`src/rtl/pwm_pkg.sv`:
```
// Shared types and default sizes for the 4-channel PWM time-base.
package pwm_pkg;

    typedef enum logic [1:0] {
        IDLE,
        RUN,
        DRAIN
    } pwm_ch_state_t;

    localparam int PWM_NUM_CH = 4;
    localparam int PWM_CNT_W  = 16;
    localparam int PWM_DIV_W  = 8;

endpackage

```
`src/rtl/pwm_ch_ctrl.sv`:
```
// One PWM channel: IDLE/RUN/DRAIN sequencer, period counter,
// boundary-loaded shadows and registered pin/busy/event outputs.
module pwm_ch_ctrl
    import pwm_pkg::*;
#(
    parameter int P_CNT_WIDTH = PWM_CNT_W
) (
    input  logic                   clk,
    input  logic                   rst,
    input  logic                   tick,
    input  logic                   en,
    input  logic                   inv,
    input  logic [P_CNT_WIDTH-1:0] period,
    input  logic [P_CNT_WIDTH-1:0] duty,
    output logic                   pwm_out,
    output logic                   busy,
    output logic                   pend
);

    pwm_ch_state_t          state_q, state_d;
    logic [P_CNT_WIDTH-1:0] cnt_q, cnt_d;
    logic [P_CNT_WIDTH-1:0] per_q, per_d;
    logic [P_CNT_WIDTH-1:0] duty_q, duty_d;
    logic                   inv_q, inv_d;
    logic                   period_end;
    logic                   act;

    assign period_end = (cnt_q == per_q);
    assign act        = (state_q != IDLE) && (cnt_q < duty_q);

    always_comb begin
        state_d = state_q;
        cnt_d   = cnt_q;
        per_d   = per_q;
        duty_d  = duty_q;
        inv_d   = inv_q;
        if (tick) begin
            unique case (state_q)
                IDLE: begin
                    if (en) begin
                        per_d   = period;
                        duty_d  = duty;
                        inv_d   = inv;
                        cnt_d   = '0;
                        state_d = RUN;
                    end
                end
                RUN, DRAIN: begin
                    if (period_end) begin
                        cnt_d = '0;
                        // only an enabled RUN channel picks up new config
                        if (state_q == RUN && en) begin
                            per_d  = period;
                            duty_d = duty;
                            inv_d  = inv;
                        end else begin
                            state_d = IDLE;
                        end
                    end else begin
                        cnt_d   = cnt_q + P_CNT_WIDTH'(1);
                        state_d = en ? RUN : DRAIN;
                    end
                end
                default: state_d = IDLE;
            endcase
        end
    end

    always_ff @(posedge clk or posedge rst) begin
        if (rst) begin
            state_q <= IDLE;
            cnt_q   <= '0;
            per_q   <= '0;
            duty_q  <= '0;
            inv_q   <= 1'b0;
            pwm_out <= 1'b0;
            busy    <= 1'b0;
            pend    <= 1'b0;
        end else begin
            state_q <= state_d;
            cnt_q   <= cnt_d;
            per_q   <= per_d;
            duty_q  <= duty_d;
            inv_q   <= inv_d;
            pwm_out <= (state_q == IDLE) ? inv : (act ^ inv_q);
            busy    <= (state_q != IDLE);
            pend    <= tick && (state_q != IDLE) && period_end;
        end
    end

endmodule

```
`src/rtl/pwm_sched_ctrl.sv`:
```
// PWM time-base: shared prescaler tick feeding one sequencer per channel
// sliced out of the flattened period/duty buses.
module pwm_sched_ctrl
    import pwm_pkg::*;
#(
    parameter int P_NUM_CH    = PWM_NUM_CH,
    parameter int P_CNT_WIDTH = PWM_CNT_W,
    parameter int P_DIV_WIDTH = PWM_DIV_W
) (
    input  logic                            PCLK,
    input  logic                            PRESET,
    input  logic [P_DIV_WIDTH-1:0]          PWM_DIV,
    input  logic [P_NUM_CH-1:0]             PWM_EN,
    input  logic [P_NUM_CH-1:0]             PWM_INV,
    input  logic [P_NUM_CH*P_CNT_WIDTH-1:0] PWM_PERIOD,
    input  logic [P_NUM_CH*P_CNT_WIDTH-1:0] PWM_DUTY,
    output logic [P_NUM_CH-1:0]             PWM_OUT,
    output logic [P_NUM_CH-1:0]             PWM_BUSY,
    output logic [P_NUM_CH-1:0]             PWM_PEND
);

    logic [P_DIV_WIDTH-1:0] div_cnt;
    logic [P_DIV_WIDTH-1:0] div_sh;
    logic                   tick;

    assign tick = (div_cnt == div_sh);

    // divisor is re-sampled only on a tick so an interval never stretches
    always_ff @(posedge PCLK or posedge PRESET) begin
        if (PRESET) begin
            div_cnt <= '0;
            div_sh  <= '0;
        end else if (tick) begin
            div_cnt <= '0;
            div_sh  <= PWM_DIV;
        end else begin
            div_cnt <= div_cnt + P_DIV_WIDTH'(1);
        end
    end

    for (genvar i = 0; i < P_NUM_CH; i++) begin : g_ch
        pwm_ch_ctrl #(
            .P_CNT_WIDTH(P_CNT_WIDTH)
        ) u_ch (
            .clk    (PCLK),
            .rst    (PRESET),
            .tick   (tick),
            .en     (PWM_EN[i]),
            .inv    (PWM_INV[i]),
            .period (PWM_PERIOD[i*P_CNT_WIDTH +: P_CNT_WIDTH]),
            .duty   (PWM_DUTY[i*P_CNT_WIDTH +: P_CNT_WIDTH]),
            .pwm_out(PWM_OUT[i]),
            .busy   (PWM_BUSY[i]),
            .pend   (PWM_PEND[i])
        );
    end

endmodule

```
`config.mk`:
```
export PLATFORM = sky130hd
export DESIGN_NAME = pwm_sched_ctrl
export DESIGN_NICKNAME = d
export VERILOG_FILES = /design/src/rtl/pwm_pkg.sv /design/src/rtl/pwm_ch_ctrl.sv /design/src/rtl/pwm_sched_ctrl.sv
export SDC_FILE = /design/constraint.sdc
export NUM_CORES = 1
export LEC_CHECK = 0
export CORE_AREA = 5 5 165 167
export DETAILED_ROUTE_END_ITERATION = 8
export DIE_AREA = 0 0 170 172
export HOLD_SLACK_MARGIN = 0.03
export PLACE_DENSITY_LB_ADDON = 0.25
export SLEW_MARGIN = 20
export SYNTH_ARGS = -nofsm -noshare
export SYNTH_HDL_FRONTEND = slang
export SYNTH_HIERARCHICAL = 1
export SYNTH_SLANG_ARGS = --single-unit
```
`constraint.sdc`:
```
create_clock -name PCLK -period 2.29 [get_ports PCLK]
set_input_delay 0.458 -clock PCLK [delete_from_list [all_inputs] [get_ports PCLK]]
set_output_delay 0.458 -clock PCLK [all_outputs]
set_load 0.01 [all_outputs]
```
==> results of run 1 <==
worst max path at each step:
stage                                   endpoint  slack [ns]  cells past startpoint
after CTS                  g_ch[0].u_ch/cnt_q[6]        0.02                     10
after detailed placement   g_ch[2].u_ch/cnt_q[6]       -0.09                      9
final                     g_ch[2].u_ch/duty_q[6]        0.06                     10
after global routing      g_ch[2].u_ch/duty_q[9]       -0.08                     10
after global placement      g_ch[1].u_ch/pwm_out       -0.05                      6
after floorplan            g_ch[0].u_ch/cnt_q[6]        0.04                     11
flip-flops by register name, indices dropped and copies added, names as in the netlist:
signal             flops
div_cnt                8
g_ch.u_ch/busy         4
g_ch.u_ch/duty_q      64
g_ch.u_ch/pwm_out      4
g_ch.u_ch/state_q      8
g_ch.u_ch/pend         4
g_ch.u_ch/cnt_q       64
div_sh                 8
g_ch.u_ch/per_q       64
g_ch.u_ch/inv_q        4
area by class of cell:
type	instances	area share, %
multi-input cells	704	39.95
flip-flops and latches	232	35.85
repair buffers	225	13.82
clock buffers	38	4.855
well taps	335	2.586
inverters	89	2.061
clock inverters	12	0.8723
per-layer routing:
layer	vias up	track usage (%)	share of wire, %	wire [µm]
met5	-	0	0.10	27
li1	4086	-	-	-
met4	4	3.958	1.5	395
met1	4036	24.87	46	12270
met3	32	3.178	4.7	1270
met2	138	31.14	48	12790
where the power goes:
part / internal (mW) / switching [mW] / total (mW)
logic: 2.94 / 1.97 / 4.91
registers: 5.43 / 0.978 / 6.41
clock network: 2.72 / 1.68 / 4.41
total: 11.1 / 4.63 / 15.7
kinds of logic after synthesis:
group                      Yosys count  share of synthesized area, %
buffers and inverters              110                         4.850
adders and majority gates           77                         7.530
DFF                                232                         45.37
xor gates and xnor gates           134                         9.173
AOI/OAI and AO/OA                   84                         4.733
and+or+nand+nor                    261                         11.80
muxes                              148                         16.54
layout by cell type, fill, tap and decap left out, types with 18 or more instances in the layout:
cell type,synthesis,final
clkdlybuf4s50_1,0,157
xor2_1,116,116
inv_1,89,84
mux2_2,23,23
ha_1,77,77
mux2_4,121,121
nor2_1,71,71
nand3_1,48,48
buf_4,0,54
nand4_1,18,18
nand2_1,40,40
clkbuf_16,0,27
dfrtp_1,232,227
worst max-delay path, cell delays in order, from the launching register on:
cell,delay (ns)
dfrtp_1,0.40
xnor2_2,0.18
nand4_1,0.18
nor2_4,0.15
buf_12,0.14
inv_2,0.05
nor3b_4,0.29
buf_6,0.15
nand2_4,0.07
buf_12,0.17
mux2_4,0.31
stage by stage:
step | power [mW] | std cells | hold slack, ns
floorplan | 9.844 | 1046 | 0.3717
global placement | 11.05 | 1573 | 0.4842
detailed placement | 11.23 | 1573 | 0.4914
CTS | 15.83 | 1626 | 0.4317
global route | 16.77 | 1635 | 0.4600
finish | 15.73 | 1635 | 0.4146
timing repair:
action	CTS	global route
pin swaps	4	12
resized for setup	11	22
endpoints found under the setup margin	140	105
hold buffers	0	0
hold endpoints to repair	0	0
buffers inserted	3	9
==> impl_metrics.tcl, run 1 <==
set metrics [dict create \
    outcome "finished, final reports clean" \
    ctsRootBufferMaster "clkbuf_16" \
    wl_per_cell_um 16.36 \
    die_x_um 170 \
    first_pass_iters 4 \
    grt_use_total_pct 18.32 \
    syn-cell-area_mm2 0.01279 \
    nets 1502 \
    coreArea_mm2 0.02562 \
    r2r_cells 10 \
    rows 59 \
    multi_input_area_mm2 0.006476 \
    area_growth_pct 26.69 \
    critPathMaxFanout 15 \
    synth_area_leader_cell "dfrtp_1" \
    drt-initial-drc-count 388 \
    syn_area_per_cell_um2 12.23 \
    slew_violations 0 \
    synthTopCellsByCount "232 x dfrtp_1, 121 x mux2_4, 116 x xor2_1, 89 x inv_1, 77 x ha_1" \
    cap_violations 0 \
    finClkSkew_ns 0.01625 \
    synthDistinctLibCells 41 \
    synth_edf_count 0 \
    postSynthCellCount 1046 \
    startpoint "div_sh[1]" \
    grt_pass1_vias 8857 \
    final_area_mm2 0.01621 \
    gp_congestion 0.8490 \
    report.final.hold_viol_count 0 \
    grt-ovfl-total 0 \
    tightest_slew_ns 0.4524 \
    clock_path_buffers 3 \
    setup-tns-final_ns 0 \
    worst_skew_pair.late_latency_ns 0.54 \
    maxSlewHeadroom_pct 69.06 \
    numCtsBuffers 27 \
    synth_fp_nets 1269 \
    synth_ff_type "dfrtp_1" \
    cp.required_ns 2.70 \
    seq_area_frac_synth_pct 45.37 \
    dp_slack_ns -0.08747 \
    crit_type "flip-flop to flip-flop" \
    die_h_um 172 \
    p_per_area_mw_per_mm2 970.4 \
    clk_pin_slew_ns 0.06 \
    hold_class "primary input to asynchronous set/reset pin" \
    cp.arrival_ns 2.64 \
    n_fill_cell 2008 \
    final_core_util_pct 63.28 \
    via_count 8296 \
    yosysTopAreaCellShare_pct 45.37 \
    ys.warnings.count 6 \
    grt_pass1_wl_um 44250 \
    placed_cell_area_mm2 0.01506 \
    antenna_found_initial 2 \
    fin_crit_ns 2.234 \
    worst_r2r_endpoint "g_ch[2].u_ch/duty_q[6]" \
    ant_nets 0 \
    drc 0 \
    via_per_inst 5.074 \
    diodes 0 \
    io_buffers 157 \
    rr_startpoint "div_sh[1]" \
    finalCritPeriodShare_pct 97.57 \
    initial_core_util_pct 49.95 \
    dp_hpwl_um 19380 \
    die-area_mm2 0.02924 \
    yosys_register_bits 232 \
    ys_async_sr_fraction_pct 100.0 \
    rrSetupSlack_ns 0.06 \
    tritoncts "yes" \
    cp-start-kind "flip-flop" \
    finalSetupViolations 0 \
    cts.sinks 232 \
    regArea_mm2 0.005812 \
    finalWirelength_um 26750 \
    layout-drive-gt1-share_pct 25.08 \
    grt_max_degree 55 \
    synth_most_common_cell "dfrtp_1" \
    pin_count 158 \
    htreeDepth 1 \
    peakVddDrop_mv 0.6787 \
    endpoint_kind "flip-flop" \
    rsz0062_at_grt "true" \
    max_freq_ghz 0.4476 \
    fin_ws_ns 0.05573 \
    synth.area.top_cells "dfrtp_1 45%, mux2_4 14%, xor2_1 7.9%" \
    p_leak_nw 8.071 \
]
Power figures use the tool's default switching activity.
==> inputs of run 2 (changes only) <==
--- a/config.mk
+++ b/config.mk
@@ -5,11 +5,14 @@
 export SDC_FILE = /design/constraint.sdc
 export NUM_CORES = 1
 export LEC_CHECK = 0
+export CAP_MARGIN = 20
 export CORE_AREA = 5 5 165 167
 export DETAILED_ROUTE_END_ITERATION = 8
 export DIE_AREA = 0 0 170 172
 export HOLD_SLACK_MARGIN = 0.03
 export PLACE_DENSITY_LB_ADDON = 0.25
+export REMOVE_ABC_BUFFERS = 1
+export SKIP_LAST_GASP = 1
 export SLEW_MARGIN = 20
 export SYNTH_ARGS = -nofsm -noshare
 export SYNTH_HDL_FRONTEND = slang
==> run 2 against run 1 <==
First-iteration DRC count fell by 3.6%. Clock power is 9.3% lower. Via count up 0.43%. Global-route usage decreased by 0.34 points. Final cell count shrank 0.37%. Sequential share of layout area increased by 0.30 points. Cell area fell by 0.82%. Largest power group unchanged.
==> impl_metrics.tcl, run 2 (synthesized netlist as in run 1, its figures left out) <==
set metrics [dict create \
    finalCritPeriodShare_pct 97.44 \
    cp_top_family "compound AO/OA/AOI/OAI gates" \
    layout-drive-gt1-share_pct 24.03 \
    die_x_um 170 \
    cp_cell_sequence "inv_1, ha_4, a21o_1, a211oi_2, o21ai_1, a2111oi_2, buf_4, xor2_1, mux2_2" \
    die_h_um 172 \
    tritoncts "yes" \
    min_path_cells 1 \
    area_growth_pct 25.65 \
    rr_startpoint "g_ch[3].u_ch/duty_q[5]" \
    final_common_cell "dfrtp_1" \
    wl_per_cell_um 16.43 \
    setup-tns-final_ns 0 \
    critPathMaxFanout 2 \
    cts.sinks 232 \
    drt-initial-drc-count 374 \
    grt_pass1_vias 8685 \
    die-area_mm2 0.02924 \
    startpoint "g_ch[3].u_ch/duty_q[5]" \
    n_fill_cell 2051 \
    via_per_inst 5.115 \
    diodes 0 \
    via_count 8332 \
    worst_r2r_endpoint "g_ch[3].u_ch/pwm_out" \
    htreeDepth 1 \
    worst_skew_pair.late_latency_ns 0.53 \
    clock_path_buffers 3 \
    finClkSkew_ns 0.01070 \
    first_pass_iters 5 \
    peakVddDrop_mv 0.6867 \
    initial_core_util_pct 49.95 \
    grt_use_total_pct 17.97 \
    pin_count 158 \
    tightest_slew_ns 0.5869 \
    grt-ovfl-total 0 \
    cp.required_ns 2.70 \
    slew_violations 0 \
    ctsRootBufferMaster "clkbuf_16" \
    place_inst 1573 \
    finalSetupViolations 0 \
    nets 1503 \
    largestRegisters "g_ch.u_ch/cnt_q (64), g_ch.u_ch/duty_q (64), g_ch.u_ch/per_q (64)" \
    grt_pass1_wl_um 43440 \
    slowest_stage "a2111oi_2" \
    io_buffers 157 \
    final_cell_mix "226 x dfrtp_1, 157 x clkdlybuf4s50_1, 121 x mux2_4" \
    outcome "finished, final reports clean" \
    crit_type "flip-flop to flip-flop" \
    drc 0 \
    p_per_area_mw_per_mm2 952.1 \
    report.final.hold_viol_count 0 \
    finalWirelength_um 26770 \
    rsz0062_at_grt "true" \
    rrSetupSlack_ns 0.06 \
    hold_class "flip-flop to flip-flop" \
    hold_path_end "g_ch[2].u_ch/duty_q[1]" \
    rows 59 \
    p_leak_nw 8.001 \
    numCtsBuffers 28 \
    dp_hpwl_um 19040 \
    regArea_mm2 0.005813 \
    grt_max_degree 55 \
    ant_nets 0 \
    max_freq_ghz 0.4481 \
    maxSlewHeadroom_pct 60.83 \
    coreArea_mm2 0.02562 \
    fin_crit_ns 2.231 \
    gp_congestion 0.8230 \
    cp.arrival_ns 2.64 \
    cp-start-kind "flip-flop" \
    r2r_cells 9 \
    clk_pin_slew_ns 0.05 \
    layout.cells.non_filler 1629 \
    crit_buf_inv 2 \
    max_stage_delay_ns 0.42 \
    worstHoldStart "g_ch[2].u_ch/duty_q[1]" \
    antenna_found_initial 0 \
    cap_violations 0 \
    endpoint_kind "flip-flop" \
    multi_input_area_mm2 0.006457 \
]
run 2: cell count changes in the layout (fill, tap and decap cells not counted), moves of 3 or more:
cell       delta
clkinv_2      -3
clkbuf_8      -4
clkbuf_1      +3
clkbuf_16     +4
buf_12        -5
bufinv_16     -3
run 2: worst max-delay path by stage:
stage / endpoint / cells after the start
after global routing: g_ch[0].u_ch/pwm_out / 7
after CTS: g_ch[0].u_ch/pwm_out / 7
after global placement: g_ch[1].u_ch/pwm_out / 6
after detailed placement: g_ch[1].u_ch/pwm_out / 6
final: g_ch[3].u_ch/pwm_out / 9
after floorplan: g_ch[0].u_ch/duty_q[0] / 7
run 2: layout make-up:
class | instances | area share, %
timing repair buffer | 225 | 13.88
sequential | 232 | 36.16
clock buffer | 39 | 4.934
tap | 335 | 2.607
clock inverter | 5 | 0.1712
inverter | 89 | 2.078
multi-input combinational | 704 | 40.17
run 2: metal layers:
metal	track usage [%]	wire, µm	part of all wire, %
met2	30.97	12920	48
met5	0	0	0
met3	2.789	1216	4.5
met4	3.993	556	2.1
met1	24.22	12080	45
run 2: repair_timing:
action | 4_1_cts | 5_1_grt
pin swaps | 4 | 19
hold buffers | 0 | 0
resized for setup | 12 | 15
setup buffers | 2 | 7
gates cloned | 0 | 3
endpoints found under the setup margin | 4 | 94
run 2: worst register-to-register path: stages, from the launching register on:
cell and delay [ns]:
dfrtp_1 0.39, inv_1 0.09, ha_4 0.20, a21o_1 0.16, a211oi_2 0.23, o21ai_1 0.13
a2111oi_2 0.42, buf_4 0.18, xor2_1 0.05, mux2_2 0.26
run 2: stage by stage:
step	hold WS [ns]	setup WS, ns	instance area, µm²	utilization (%)	power [mW]
4_1_cts	0.5043	0.001076	15880	62.01	15.45
6_report	0.5062	0.05859	16080	62.76	15.31
3_3_place_gp	0.4952	-0.06928	15020	58.63	11.10
2_1_floorplan	0.3717	-0.1074	12510	-	9.817
5_1_grt	0.5079	-0.02161	16080	62.76	16.30
3_5_place_dp	0.4914	-0.1373	15020	58.63	11.25
run 2: where the power goes:
part / switching, mW / leakage (nW) / total [mW] / internal, mW
clock network: 1.63 / 0.403 / 4.00 / 2.37
logic: 1.97 / 4.74 / 4.91 / 2.94
registers: 0.961 / 2.86 / 6.39 / 5.43
total: 4.56 / 8.00 / 15.3 / 10.7
